**src/rtl/spi_responder.sv**
```systemverilog
// spi_responder: SPI mode-0 responder on the j1a I/O bus with UART-style rd/wr/valid/busy handshake; ports clk, reset, sck, cs_n, mosi, miso, miso_oe, rd, wr, tx_data, rx_data, valid, busy, overrun; define SPI_RESP_DONE_EN to add a done pulse on each cs_n rise
module spi_responder #(
   parameter int         SYNC_STAGES = 2,
   parameter logic [7:0] IDLE_BYTE   = 8'hFF
) (
   input  logic       clk,
   input  logic       reset,
   input  logic       sck,
   input  logic       cs_n,
   input  logic       mosi,
   output logic       miso,
   output logic       miso_oe,
   input  logic       rd,
   input  logic       wr,
   input  logic [7:0] tx_data,
   output logic [7:0] rx_data,
   output logic       valid,
   output logic       busy,
   output logic       overrun
`ifdef SPI_RESP_DONE_EN
   ,
   output logic       done
`endif
);
   logic [SYNC_STAGES-1:0] sck_s, cs_s, mosi_s;
   logic sck_p, cs_p;
   logic [2:0] cnt;
   logic [7:0] in_sr, out_sr, hold;
   logic sck_c, cs_c, mosi_c, active, sck_rise, sck_fall, cs_fall, cs_rise, load;
   logic [7:0] in_next;
   assign sck_c    = sck_s[SYNC_STAGES-1];
   assign cs_c     = cs_s[SYNC_STAGES-1];
   assign mosi_c   = mosi_s[SYNC_STAGES-1];
   assign active   = ~cs_c;
   assign sck_rise = sck_c & ~sck_p;
   assign sck_fall = ~sck_c & sck_p;
   assign cs_fall  = ~cs_c & cs_p;
   assign cs_rise  = cs_c & ~cs_p;
   assign load     = cs_fall | (active & sck_fall & cnt == 3'd0);
   assign in_next  = {in_sr[6:0], mosi_c};
   assign miso     = out_sr[7];
   always_ff @(posedge clk) begin
      if (reset) begin
         sck_s   <= '0;
         cs_s    <= '1;
         mosi_s  <= '0;
         sck_p   <= 1'b0;
         cs_p    <= 1'b1;
         cnt     <= 3'd0;
         in_sr   <= 8'd0;
         out_sr  <= 8'd0;
         hold    <= 8'd0;
         miso_oe <= 1'b0;
         rx_data <= 8'd0;
         valid   <= 1'b0;
         busy    <= 1'b0;
         overrun <= 1'b0;
`ifdef SPI_RESP_DONE_EN
         done    <= 1'b0;
`endif
      end else begin
         sck_s   <= {sck_s[SYNC_STAGES-2:0], sck};
         cs_s    <= {cs_s[SYNC_STAGES-2:0], cs_n};
         mosi_s  <= {mosi_s[SYNC_STAGES-2:0], mosi};
         sck_p   <= sck_c;
         cs_p    <= cs_c;
         miso_oe <= active;
         // the shifter takes the pre-wr holding value; a same-cycle wr re-queues below
         if (load) begin
            out_sr <= busy ? hold : IDLE_BYTE;
            busy   <= 1'b0;
         end else if (active & sck_fall)
            out_sr <= {out_sr[6:0], 1'b0};
         if (wr) begin
            hold <= tx_data;
            busy <= 1'b1;
         end
         if (rd) begin
            valid   <= 1'b0;
            overrun <= 1'b0;
         end
         if (!active)
            cnt <= 3'd0;
         else if (sck_rise) begin
            in_sr <= in_next;
            cnt   <= cnt + 3'd1;
            if (cnt == 3'd7) begin
               rx_data <= in_next;
               valid   <= 1'b1;
               if (valid & ~rd)
                  overrun <= 1'b1;
            end
         end
`ifdef SPI_RESP_DONE_EN
         done <= cs_rise;
`endif
      end
   end
`ifndef SPI_RESP_DONE_EN
   logic unused_cs_rise;
   assign unused_cs_rise = cs_rise;
`endif
endmodule

```
**config.mk**
```make
export PLATFORM = sky130hd
export DESIGN_NAME = spi_responder
export DESIGN_NICKNAME = d
export VERILOG_FILES = /design/src/rtl/spi_responder.sv
export SDC_FILE = /design/constraint.sdc
export NUM_CORES = 1
export LEC_CHECK = 0
export ABC_AREA = 1
export CAP_MARGIN = 10
export CORE_MARGIN = 2
export CORE_UTILIZATION = 52
export CTS_CLUSTER_SIZE = 20
export DETAILED_ROUTE_END_ITERATION = 12
export PLACE_DENSITY_LB_ADDON = 0.2
export SETUP_SLACK_MARGIN = 0.15
export SLEW_MARGIN = 40
export SYNTH_ARGS = -nofsm -noshare
export SYNTH_HDL_FRONTEND = slang
export SYNTH_SLANG_ARGS = --single-unit
```
**constraint.sdc**
```tcl
create_clock -name clk -period 1.54 [get_ports clk]
set_input_delay 0.154 -clock clk [delete_from_list [all_inputs] [get_ports clk]]
set_output_delay 0.154 -clock clk [all_outputs]
set_load 0.02 [all_outputs]
```
==> impl_results.html, run 1 <==
<table>
<tr><th>Metric</th><th>Value</th></tr>
<tr><th colspan="2">Outcome</th></tr>
<tr><td>Outcome</td><td>finished clean</td></tr>
<tr><th colspan="2">Synthesis</th></tr>
<tr><td>Total of flip-flops plus latches after synthesis</td><td>46</td></tr>
<tr><td>Largest cells by area after synthesis</td><td>sky130_fd_sc_hd__dfxtp_1 52%, sky130_fd_sc_hd__nor2_1 10%, sky130_fd_sc_hd__o21ai_0 6.4%</td></tr>
<tr><td>Number of standard cells after synthesis</td><td>between 200 and 250</td></tr>
<tr><td>Cell area after synthesis</td><td>around 0.0018 sq mm</td></tr>
<tr><td>Most used flip-flop cell after synthesis</td><td>sky130_fd_sc_hd__dfxtp_1</td></tr>
<tr><td>Xor and xnor fraction of the mapped netlist area</td><td>0%</td></tr>
<tr><td>Multiplexer area fraction after synthesis</td><td>0%</td></tr>
<tr><td>Top cell type by total area after synthesis</td><td>sky130_fd_sc_hd__dfxtp_1</td></tr>
<tr><td>Number of warnings reported in the yosys synthesis log</td><td>0</td></tr>
<tr><td>Largest family of logic cells by synthesized area</td><td>simple AND/OR/NAND/NOR gates</td></tr>
<tr><td>Synth async-reset ratio</td><td>0%</td></tr>
<tr><td>Portion of the post-synthesis area used by sequential elements</td><td>51.6%</td></tr>
<tr><td>Number of enable flip-flop cells after synthesis</td><td>0</td></tr>
<tr><td>Syn avg cell area</td><td>around 7.9 sq um</td></tr>
<tr><td>Nets in the synthesized netlist</td><td>around 240</td></tr>
<tr><td>Compound-cell area share of the yosys netlist</td><td>approximately 15%</td></tr>
<tr><td>Fraction of post-synthesis cell area in the top cell type by area</td><td>~52%</td></tr>
<tr><td>Simple-gate area share of the yosys netlist</td><td>roughly a quarter</td></tr>
<tr><td>Post-synth cell types</td><td>22</td></tr>
<tr><td>Adder and majority cell fraction of the synthesized area</td><td>under 10%</td></tr>
<tr><th colspan="2">Clock network</th></tr>
<tr><td># H-tree levels</td><td>2</td></tr>
<tr><td>Total clock buffers created by CTS</td><td>5</td></tr>
<tr><td>Clock root buffer</td><td>sky130_fd_sc_hd__clkbuf_4</td></tr>
<tr><td>TritonCTS Sinks</td><td>46</td></tr>
<tr><td>Clock latency of the later-clocked register in the worst-skew pair</td><td>~360 ps</td></tr>
<tr><td>Hold_buf cts</td><td>0</td></tr>
<tr><td>Longest Clk Path Bufs</td><td>2</td></tr>
<tr><td>Clock transition at path regs</td><td>between 100 and 150 ps</td></tr>
<tr><td>Clock tree from TritonCTS</td><td>done</td></tr>
<tr><th colspan="2">Global route</th></tr>
<tr><td>Met1 track demand over resource in global routing</td><td>around a quarter</td></tr>
<tr><td>Most Crowded Layer GR</td><td>met2</td></tr>
<tr><td>Antenna violations before repair</td><td>0</td></tr>
<tr><td>Gr usage total</td><td>18.7%</td></tr>
<tr><td>Number of global-route vias before repair</td><td>roughly 1400</td></tr>
<tr><td>Total gr overflow</td><td>0</td></tr>
<tr><td>First-pass GRT wire length</td><td>approximately 5.8 mm</td></tr>
<tr><td>Maximum number of pins on one net before global-route repair</td><td>26</td></tr>
<tr><td>Fraction of met2 tracks used by global routing</td><td>between 20% and 30%</td></tr>
<tr><td>GR Layer Usage met3</td><td>6.13%</td></tr>
<tr><th colspan="2">Final layout</th></tr>
<tr><td>Area delta synth-&gt;final</td><td>22.4%</td></tr>
<tr><td>Post-layout nets</td><td>276</td></tr>
<tr><td>Cell Count, Final, Fillers Out</td><td>305</td></tr>
<tr><td>Fraction of layout instances using a drive strength above 1</td><td>12.0%</td></tr>
<tr><td>Antenna cell count</td><td>0</td></tr>
<tr><th colspan="2">Die</th></tr>
<tr><td>CORE AREA</td><td>0.00331 sq mm</td></tr>
<tr><td>Die area</td><td>0.00392 sq mm</td></tr>
<tr><td>Boundary Pins</td><td>28</td></tr>
<tr><td>Cell Rows</td><td>21</td></tr>
<tr><td>Die X-Extent</td><td>about 63 microns</td></tr>
<tr><td>Starting Density</td><td>a little over half</td></tr>
<tr><td>Die span in y</td><td>62.6 microns</td></tr>
<tr><th colspan="2">Timing</th></tr>
<tr><td>Worst-case clock skew</td><td>11.2 ps</td></tr>
<tr><td>Worst setup margin</td><td>approximately 230 ps</td></tr>
<tr><td>Final setup vio count</td><td>0</td></tr>
<tr><td>Pins over their slew limit</td><td>0</td></tr>
<tr><td>Max frequency</td><td>between 700 and 800 MHz</td></tr>
<tr><td>TNS Setup</td><td>0 ps</td></tr>
<tr><td>Share of the clock period used by the worst path</td><td>85.2%</td></tr>
<tr><td>Final min period</td><td>1310 ps</td></tr>
<tr><td>RSZ-0062 raised after global routing</td><td>no</td></tr>
<tr><td>Worst max-slew margin expressed relative to the limit</td><td>roughly three quarters</td></tr>
<tr><td>Final-layout worst hold slack</td><td>just under 300 ps</td></tr>
<tr><td>Final count of hold timing violations</td><td>0</td></tr>
<tr><td>Transition time at the pin with the least slew margin</td><td>roughly 360 ps</td></tr>
<tr><th colspan="2">Drt</th></tr>
<tr><td>Total wire length</td><td>slightly above 3 mm</td></tr>
<tr><td>Average wire per standard cell</td><td>between 10 and 15 microns</td></tr>
<tr><td>Router iterations before antenna repair</td><td>4</td></tr>
<tr><td>Via count of the routed design</td><td>roughly 1400</td></tr>
<tr><td>Detailed Route Iter0 Violations</td><td>50</td></tr>
<tr><td>DRC errors left</td><td>0</td></tr>
<tr><td>Post-detailed-route via-to-cell ratio</td><td>about 4.7</td></tr>
<tr><td>Remaining number of nets flagged by the antenna check after routing</td><td>0</td></tr>
<tr><th colspan="2">Critical path</th></tr>
<tr><td>CP max FO</td><td>7</td></tr>
<tr><td>CP required</td><td>~1800 ps</td></tr>
<tr><td>Critical path endpoint category</td><td>flip-flop</td></tr>
<tr><td>Arrival time of data at the critical path endpoint</td><td>roughly 1600 ps</td></tr>
<tr><td>Critical Path Start Type</td><td>flip-flop</td></tr>
<tr><td>Setup CP Type</td><td>reg2reg</td></tr>
<tr><th colspan="2">Placed design</th></tr>
<tr><td>Count of buffers from port buffering</td><td>27</td></tr>
<tr><td>Worst slack after detailed placement</td><td>approximately 140 ps</td></tr>
<tr><td>Gpl congestion</td><td>between 0.7 and 0.8</td></tr>
<tr><td>Cell Count Post-Placement</td><td>roughly 300</td></tr>
<tr><td>DPL Wire Length</td><td>about 2.3 mm</td></tr>
<tr><th colspan="2">Power</th></tr>
<tr><td>Leakage power</td><td>~0.93 nW</td></tr>
<tr><td>Total power draw</td><td>about 0.0021 W</td></tr>
<tr><td>Power density cells</td><td>about 970 mW/mm^2</td></tr>
<tr><td>Max VDD drop</td><td>about 0.6 mV</td></tr>
<tr><th colspan="2">Hold path</th></tr>
<tr><td>Hold crit path type</td><td>in2reg</td></tr>
<tr><th colspan="2">Flow run</th></tr>
<tr><td>Max Cap Violations</td><td>0</td></tr>
</table>
[cell usage after synthesis, types with 2 or more instances]
library cell	instances
sky130_fd_sc_hd__a21oi_1	18
sky130_fd_sc_hd__nand2_2	3
sky130_fd_sc_hd__ha_1	3
sky130_fd_sc_hd__a21oi_2	2
sky130_fd_sc_hd__nand3_1	12
sky130_fd_sc_hd__buf_2	3
sky130_fd_sc_hd__inv_2	3
sky130_fd_sc_hd__or2_2	3
sky130_fd_sc_hd__dfxtp_1	46
sky130_fd_sc_hd__o21ai_0	23
sky130_fd_sc_hd__nand3b_1	2
sky130_fd_sc_hd__inv_1	22
sky130_fd_sc_hd__nor2_1	48
sky130_fd_sc_hd__nand2_1	26
sky130_fd_sc_hd__o21ai_2	4
[routing by layer]
| layer | wire length (microns) | share of wire, % |
|---|---|---|
| met1 | 1590 | 51 |
| met2 | 1360 | 44 |
| met3 | 106 | 3.4 |
| met4 | 58 | 1.9 |
| met5 | 0 | 0 |
[registers in the layout (all words and copies together), names as in the netlist, 2 cells and up]
| signal | count |
|---|---|
| hold | 8 |
| out_sr | 8 |
| rx_data | 8 |
| in_sr | 7 |
| cnt | 3 |
| cs_s | 2 |
| mosi_s | 2 |
| sck_s | 2 |
[power by group]
| group | switching, W | internal, W |
|---|---|---|
| clock network | 0.000364 | 0.000345 |
| logic | 0.0000889 | 0.0000759 |
| registers | 0.0000194 | 0.00123 |
| total | 0.000472 | 0.00165 |
[through the flow]
stage                     instance area, sq um  util (%)
after CTS                                 2180      65.8
after floorplan                           1790         -
final                                     2190      66.0
after global routing                      2190      66.0
after detailed placement                  2120      63.9
after global placement                    2120      63.9
[worst max-delay path, cell delays in order, from the launching register on]
cell,delay (ps)
sky130_fd_sc_hd__dfxtp_1,360
sky130_fd_sc_hd__inv_1,70
sky130_fd_sc_hd__ha_1,220
sky130_fd_sc_hd__nand2_2,120
sky130_fd_sc_hd__nand2_4,90
sky130_fd_sc_hd__inv_4,90
sky130_fd_sc_hd__nand2_1,60
sky130_fd_sc_hd__a21oi_1,160
sky130_fd_sc_hd__nor2_1,50
[timing repair]
item / CTS / global route
cloned: 0 / 0
buffers inserted: 0 / 0
setup endpoints to repair: 15 / 5
resized for setup: 15 / 2
[cells in the final DEF (no fill, tap or decap)]
| cell type | n |
|---|---|
| sky130_fd_sc_hd__nor2_1 | 48 |
| sky130_fd_sc_hd__dfxtp_1 | 46 |
| sky130_fd_sc_hd__nand2_1 | 25 |
| sky130_fd_sc_hd__o21ai_0 | 23 |
| sky130_fd_sc_hd__inv_1 | 21 |
| sky130_fd_sc_hd__a21oi_1 | 18 |
| sky130_fd_sc_hd__clkdlybuf4s50_1 | 14 |
| sky130_fd_sc_hd__dlygate4sd2_1 | 13 |
| sky130_fd_sc_hd__nand3_1 | 12 |
| sky130_fd_sc_hd__clkbuf_4 | 5 |
| sky130_fd_sc_hd__o21ai_2 | 4 |
| sky130_fd_sc_hd__inv_2 | 3 |
| sky130_fd_sc_hd__or2_2 | 3 |
| sky130_fd_sc_hd__nand2_2 | 3 |
| sky130_fd_sc_hd__ha_1 | 3 |
| sky130_fd_sc_hd__buf_4 | 3 |
| sky130_fd_sc_hd__inv_4 | 2 |
| sky130_fd_sc_hd__nand2_4 | 2 |
| sky130_fd_sc_hd__a21oi_2 | 2 |
| sky130_fd_sc_hd__nand3b_1 | 2 |
| sky130_fd_sc_hd__clkbuf_1 | 2 |
| sky130_fd_sc_hd__nor2_4 | 1 |
| sky130_fd_sc_hd__nand3_4 | 1 |
| sky130_fd_sc_hd__clkinv_1 | 1 |
| sky130_fd_sc_hd__a21oi_4 | 1 |
| sky130_fd_sc_hd__bufinv_16 | 1 |
[cell type report]
cell class / count / area [sq um]
sequential: 46 / 921
timing repair buffer: 30 / 277
tap: 46 / 57.6
clock buffer: 7 / 45.0
clock inverter: 1 / 30.0
multi-input combinational: 148 / 749
fill: 314 / 1120
inverter: 27 / 106
[cell families after synthesis]
group / after synthesis
fa+ha+maj: 3
simple gates: 97
buf+inv: 31
compound gates: 48
flops: 46
[final timing paths]
check | startpoint | end | slack (ps) | cells after the start
max | cnt[0]$_SDFFE_PP0P_ | out_sr[7]$_SDFFE_PP0P_ | 230 | 8
min | sck | sck_s[0]$_SDFF_PP0_ | 290 | 3
min reg2reg | mosi_s[0]$_SDFF_PP0_ | mosi_s[1]$_SDFF_PP0_ | 410 | 2
max reg2reg | cnt[0]$_SDFFE_PP0P_ | out_sr[7]$_SDFFE_PP0P_ | 230 | 8
No activity file was read; power rests on OpenSTA's default activity.
==> inputs of run 2 (changes only) <==
Settings changed: CORE_ASPECT_RATIO set to 1.75, CORE_MARGIN 2 to unset.
==> run 2 against run 1 <==
Compared with the run above:
- via count up 3.8%
- flip-flop and latch count stayed put
- clock-buffer cell count unchanged
- critical path type unchanged
- highest routed layer unchanged
==> impl_results.html, run 2 (synthesized netlist as in run 1, its figures left out) <==
<table>
<tr><th>Metric</th><th>Value</th></tr>
<tr><th colspan="2">Power</th></tr>
<tr><td>Power share of the clock group</td><td>38.0% (was 33.4%)</td></tr>
<tr><td>Power density cells</td><td>1030 mW/mm^2 (was 970 mW/mm^2)</td></tr>
<tr><td>Sequential cell fraction of total power</td><td>54.7% (was 58.8%)</td></tr>
<tr><td>Internal power consumption</td><td>0.00179 W (was 0.00165 W)</td></tr>
<tr><td>Part of the power in combinational logic</td><td>7.3% (was 7.8%)</td></tr>
<tr><td>Switching part of the total power</td><td>21.5% (was 22.3%)</td></tr>
<tr><td>Leakage power</td><td>0.958 nW (was 0.932 nW)</td></tr>
<tr><td>Max VDD drop</td><td>0.955 mV (was 0.618 mV)</td></tr>
<tr><td>Power dissipated by switching net loads</td><td>0.000489 W (was 0.000472 W)</td></tr>
<tr><th colspan="2">Clock network</th></tr>
<tr><td>Clock root buffer</td><td>sky130_fd_sc_hd__clkbuf_8 (was sky130_fd_sc_hd__clkbuf_4)</td></tr>
<tr><td>Clock transition at path regs</td><td>80 ps (was 130 ps)</td></tr>
<tr><td>TritonCTS Sinks</td><td>46 (unchanged)</td></tr>
<tr><td>Clock latency of the later-clocked register in the worst-skew pair</td><td>300 ps (was 360 ps)</td></tr>
<tr><td>Longest Clk Path Bufs</td><td>2 (unchanged)</td></tr>
<tr><td>Hold_buf cts</td><td>0 (unchanged)</td></tr>
<tr><td>Setup fix buffers added after clock tree synthesis</td><td>0 (unchanged)</td></tr>
<tr><td>Clock tree from TritonCTS</td><td>done (unchanged)</td></tr>
<tr><td># H-tree levels</td><td>2 (unchanged)</td></tr>
<tr><td>Total clock buffers created by CTS</td><td>5 (unchanged)</td></tr>
<tr><th colspan="2">Drt</th></tr>
<tr><td>Average wire per standard cell</td><td>10.5 microns (was 10.2 microns)</td></tr>
<tr><td>Detailed Route Iter0 Violations</td><td>22 (was 50)</td></tr>
<tr><td>Total wire length</td><td>3.16 mm (was 3.12 mm)</td></tr>
<tr><td>Post-detailed-route via-to-cell ratio</td><td>4.98 (was 4.75)</td></tr>
<tr><td>Remaining number of nets flagged by the antenna check after routing</td><td>0 (unchanged)</td></tr>
<tr><td>Via count of the routed design</td><td>1503 (was 1448)</td></tr>
<tr><td>Router iterations before antenna repair</td><td>4 (unchanged)</td></tr>
<tr><td>DRC errors left</td><td>0 (unchanged)</td></tr>
<tr><th colspan="2">Critical path</th></tr>
<tr><td>Slowest cell on crit path</td><td>sky130_fd_sc_hd__dfxtp_1 (unchanged)</td></tr>
<tr><td>CP required</td><td>1730 ps (was 1810 ps)</td></tr>
<tr><td>Critical path endpoint category</td><td>flip-flop (unchanged)</td></tr>
<tr><td>Levels on crit path</td><td>8 (unchanged)</td></tr>
<tr><td>Internal reg-to-reg setup slack</td><td>300 ps (was 230 ps)</td></tr>
<tr><td>Number of buffers and inverters on the critical path</td><td>2 (unchanged)</td></tr>
<tr><td>Worst reg2reg path startpoint</td><td>cnt[0]$_SDFFE_PP0P_ (unchanged)</td></tr>
<tr><td>Endpoint of the worst register-to-register path</td><td>out_sr[5]$_SDFFE_PP0P_ (was out_sr[7]$_SDFFE_PP0P_)</td></tr>
<tr><td>Largest stage delay on the critical path</td><td>330 ps (was 360 ps)</td></tr>
<tr><td>CP max FO</td><td>7 (unchanged)</td></tr>
<tr><td>Arrival time of data at the critical path endpoint</td><td>1440 ps (was 1590 ps)</td></tr>
<tr><td>Cell Chain, Critical Path</td><td>inv_1, ha_1, nand2_2, nand2_4, inv_4, nand2_1, a21oi_1, nor2_1 (unchanged)</td></tr>
<tr><td>R2R cell count</td><td>8 (unchanged)</td></tr>
<tr><td>Top cell family by delay on the critical path</td><td>flip-flops (unchanged)</td></tr>
<tr><td>Critical Path Start Type</td><td>flip-flop (unchanged)</td></tr>
<tr><td>Setup CP Type</td><td>reg2reg (unchanged)</td></tr>
<tr><th colspan="2">Final layout</th></tr>
<tr><td>Commonest cells after routing, fill and taps aside</td><td>48 x sky130_fd_sc_hd__nor2_1, 46 x sky130_fd_sc_hd__dfxtp_1, 25 x sky130_fd_sc_hd__nand2_1 (unchanged)</td></tr>
<tr><td>Cell Count, Final, Fillers Out</td><td>302 (was 305)</td></tr>
<tr><td>Post-layout nets</td><td>276 (unchanged)</td></tr>
<tr><td>Fraction of layout instances using a drive strength above 1</td><td>12.0% (unchanged)</td></tr>
<tr><td>Antenna cell count</td><td>0 (unchanged)</td></tr>
<tr><td>Area delta synth-&gt;final</td><td>24.2% (was 22.4%)</td></tr>
<tr><td>Top flop regs</td><td>hold (8), out_sr (8), rx_data (8) (unchanged)</td></tr>
<tr><td>Most frequent standard cell in the layout excluding fill and tap cells</td><td>sky130_fd_sc_hd__nor2_1 (unchanged)</td></tr>
<tr><td>Cell area after layout</td><td>0.00222 sq mm (was 0.00219 sq mm)</td></tr>
<tr><th colspan="2">Placed design</th></tr>
<tr><td>Count of buffers from port buffering</td><td>27 (unchanged)</td></tr>
<tr><td>Worst slack after detailed placement</td><td>173 ps (was 142 ps)</td></tr>
<tr><td>Gpl congestion</td><td>0.816 (was 0.771)</td></tr>
<tr><td>Area after detailed placement</td><td>0.00211 sq mm (was 0.00212 sq mm)</td></tr>
<tr><td>DPL Wire Length</td><td>2.31 mm (was 2.26 mm)</td></tr>
<tr><td>Cell Count Post-Placement</td><td>294 (was 297)</td></tr>
<tr><th colspan="2">Timing</th></tr>
<tr><td>Max frequency</td><td>803 MHz (was 762 MHz)</td></tr>
<tr><td>RSZ-0062 raised after global routing</td><td>yes (was no)</td></tr>
<tr><td>Final setup vio count</td><td>0 (unchanged)</td></tr>
<tr><td>Final min period</td><td>1240 ps (was 1310 ps)</td></tr>
<tr><td>Worst max-slew margin expressed relative to the limit</td><td>75.6% (was 75.9%)</td></tr>
<tr><td>Worst setup margin</td><td>295 ps (was 227 ps)</td></tr>
<tr><td>Final-layout worst hold slack</td><td>368 ps (was 295 ps)</td></tr>
<tr><td>Worst-case clock skew</td><td>5.35 ps (was 11.2 ps)</td></tr>
<tr><td>Final count of hold timing violations</td><td>0 (unchanged)</td></tr>
<tr><td>Pins over their slew limit</td><td>0 (unchanged)</td></tr>
<tr><td>TNS Setup</td><td>0 ps (unchanged)</td></tr>
<tr><td>Transition time at the pin with the least slew margin</td><td>366 ps (was 361 ps)</td></tr>
<tr><td>Share of the clock period used by the worst path</td><td>80.8% (was 85.2%)</td></tr>
<tr><th colspan="2">Die</th></tr>
<tr><td>CORE AREA</td><td>0.00321 sq mm (was 0.00331 sq mm)</td></tr>
<tr><td>Die span in y</td><td>79.5 microns (was 62.6 microns)</td></tr>
<tr><td>Cell Rows</td><td>27 (was 21)</td></tr>
<tr><td>Die X-Extent</td><td>46.3 microns (was 62.6 microns)</td></tr>
<tr><td>Die area</td><td>0.00368 sq mm (was 0.00392 sq mm)</td></tr>
<tr><td>Starting Density</td><td>55.6% (was 53.9%)</td></tr>
<tr><td>Boundary Pins</td><td>28 (unchanged)</td></tr>
<tr><th colspan="2">Global route</th></tr>
<tr><td>Fraction of met2 tracks used by global routing</td><td>35.1% (was 28.8%)</td></tr>
<tr><td>Gr usage total</td><td>20.2% (was 18.7%)</td></tr>
<tr><td>Met1 track demand over resource in global routing</td><td>20.3% (was 24.0%)</td></tr>
<tr><td>GR Layer Usage met3</td><td>4.98% (was 6.13%)</td></tr>
<tr><td>Number of global-route vias before repair</td><td>1405 (was 1351)</td></tr>
<tr><td>Total gr overflow</td><td>0 (unchanged)</td></tr>
<tr><td>Most Crowded Layer GR</td><td>met2 (unchanged)</td></tr>
<tr><td>Maximum number of pins on one net before global-route repair</td><td>26 (unchanged)</td></tr>
<tr><td>First-pass GRT wire length</td><td>5.49 mm (was 5.80 mm)</td></tr>
<tr><td>Antenna violations before repair</td><td>0 (unchanged)</td></tr>
<tr><th colspan="2">Hold path</th></tr>
<tr><td>Startpoint of the lowest-slack hold path</td><td>sck (unchanged)</td></tr>
<tr><td>Count of cells along the worst hold path</td><td>3 (unchanged)</td></tr>
<tr><td>Worst Hold Endpoint</td><td>sck_s[0]$_SDFF_PP0_ (unchanged)</td></tr>
<tr><td>Hold crit path type</td><td>in2reg (unchanged)</td></tr>
<tr><th colspan="2">Outcome</th></tr>
<tr><td>Outcome</td><td>finished clean (unchanged)</td></tr>
<tr><th colspan="2">Flow run</th></tr>
<tr><td>Max Cap Violations</td><td>0 (unchanged)</td></tr>
</table>
==> run 2: cell types whose count changed in the layout (fill, tap and decap cells not counted), sizes merged <==
cell,before,now
dlygate4sd2,13,12
dlymetal6s2s,0,1
==> run 2: cell type report <==
class / instances / area [sq um]
Sequential cell: 46 / 921
Timing Repair Buffer: 30 / 280
Multi-Input combinational cell: 148 / 749
Inverter: 27 / 106
Fill cell: 275 / 992
Clock inverter: 1 / 30.0
Tap cell: 43 / 53.8
Clock buffer: 7 / 76.3
==> run 2: worst register-to-register path, stage by stage, from the launching register on <==
cell and delay, ps:
sky130_fd_sc_hd__dfxtp_1 330, sky130_fd_sc_hd__inv_1 70, sky130_fd_sc_hd__ha_1 220, sky130_fd_sc_hd__nand2_2 120, sky130_fd_sc_hd__nand2_4 90, sky130_fd_sc_hd__inv_4 90, sky130_fd_sc_hd__nand2_1 50, sky130_fd_sc_hd__a21oi_1 120
sky130_fd_sc_hd__nor2_1 50
==> run 2: timing repair <==
action | CTS | global route
cloned | 0 | 0
resized for setup | 12 | 5
setup endpoints to repair | 12 | 6
==> run 2: worst max path at each step <==
stage                                    from                endpoint  slack, ps
final                     cnt[0]$_SDFFE_PP0P_  out_sr[5]$_SDFFE_PP0P_        300
after global placement    cnt[0]$_SDFFE_PP0P_  out_sr[2]$_SDFFE_PP0P_        230
after detailed placement  cnt[0]$_SDFFE_PP0P_  out_sr[2]$_SDFFE_PP0P_        170
after global routing      cnt[0]$_SDFFE_PP0P_  out_sr[5]$_SDFFE_PP0P_        140
after CTS                 cnt[0]$_SDFFE_PP0P_  out_sr[5]$_SDFFE_PP0P_        150
after floorplan           cnt[0]$_SDFFE_PP0P_  out_sr[2]$_SDFFE_PP0P_        310
==> run 2: through the flow <==
| stage | util (%) | power [W] |
|---|---|---|
| final | 69.1 | 0.00228 |
| after global routing | 69.1 | 0.00237 |
| after CTS | 68.7 | 0.00230 |
| after detailed placement | 65.8 | 0.00144 |
| after global placement | 65.8 | 0.00144 |
| after floorplan | - | 0.00137 |
==> run 2: per-layer routing <==
| layer | share of wire, % | vias up | wire [microns] |
|---|---|---|---|
| met3 | 2.8 | 7 | 89 |
| met5 | 0 | - | 0 |
| li1 | - | 781 | - |
| met2 | 55 | 26 | 1730 |
| met1 | 40 | 689 | 1260 |
| met4 | 2.6 | 0 | 82 |
==> run 2: power by group through the flow <==
| stage | sequential (W) | combinational (W) | clock, W |
|---|---|---|---|
| 2_1_floorplan | 0.00127 | 0.0000949 | 0 |
| 3_3_place_gp | 0.00127 | 0.000165 | 0 |
| 3_5_place_dp | 0.00127 | 0.000168 | 0 |
| 4_1_cts | 0.00125 | 0.000167 | 0.000891 |
| 5_1_grt | 0.00125 | 0.000188 | 0.000932 |
| 6_report | 0.00125 | 0.000165 | 0.000866 |
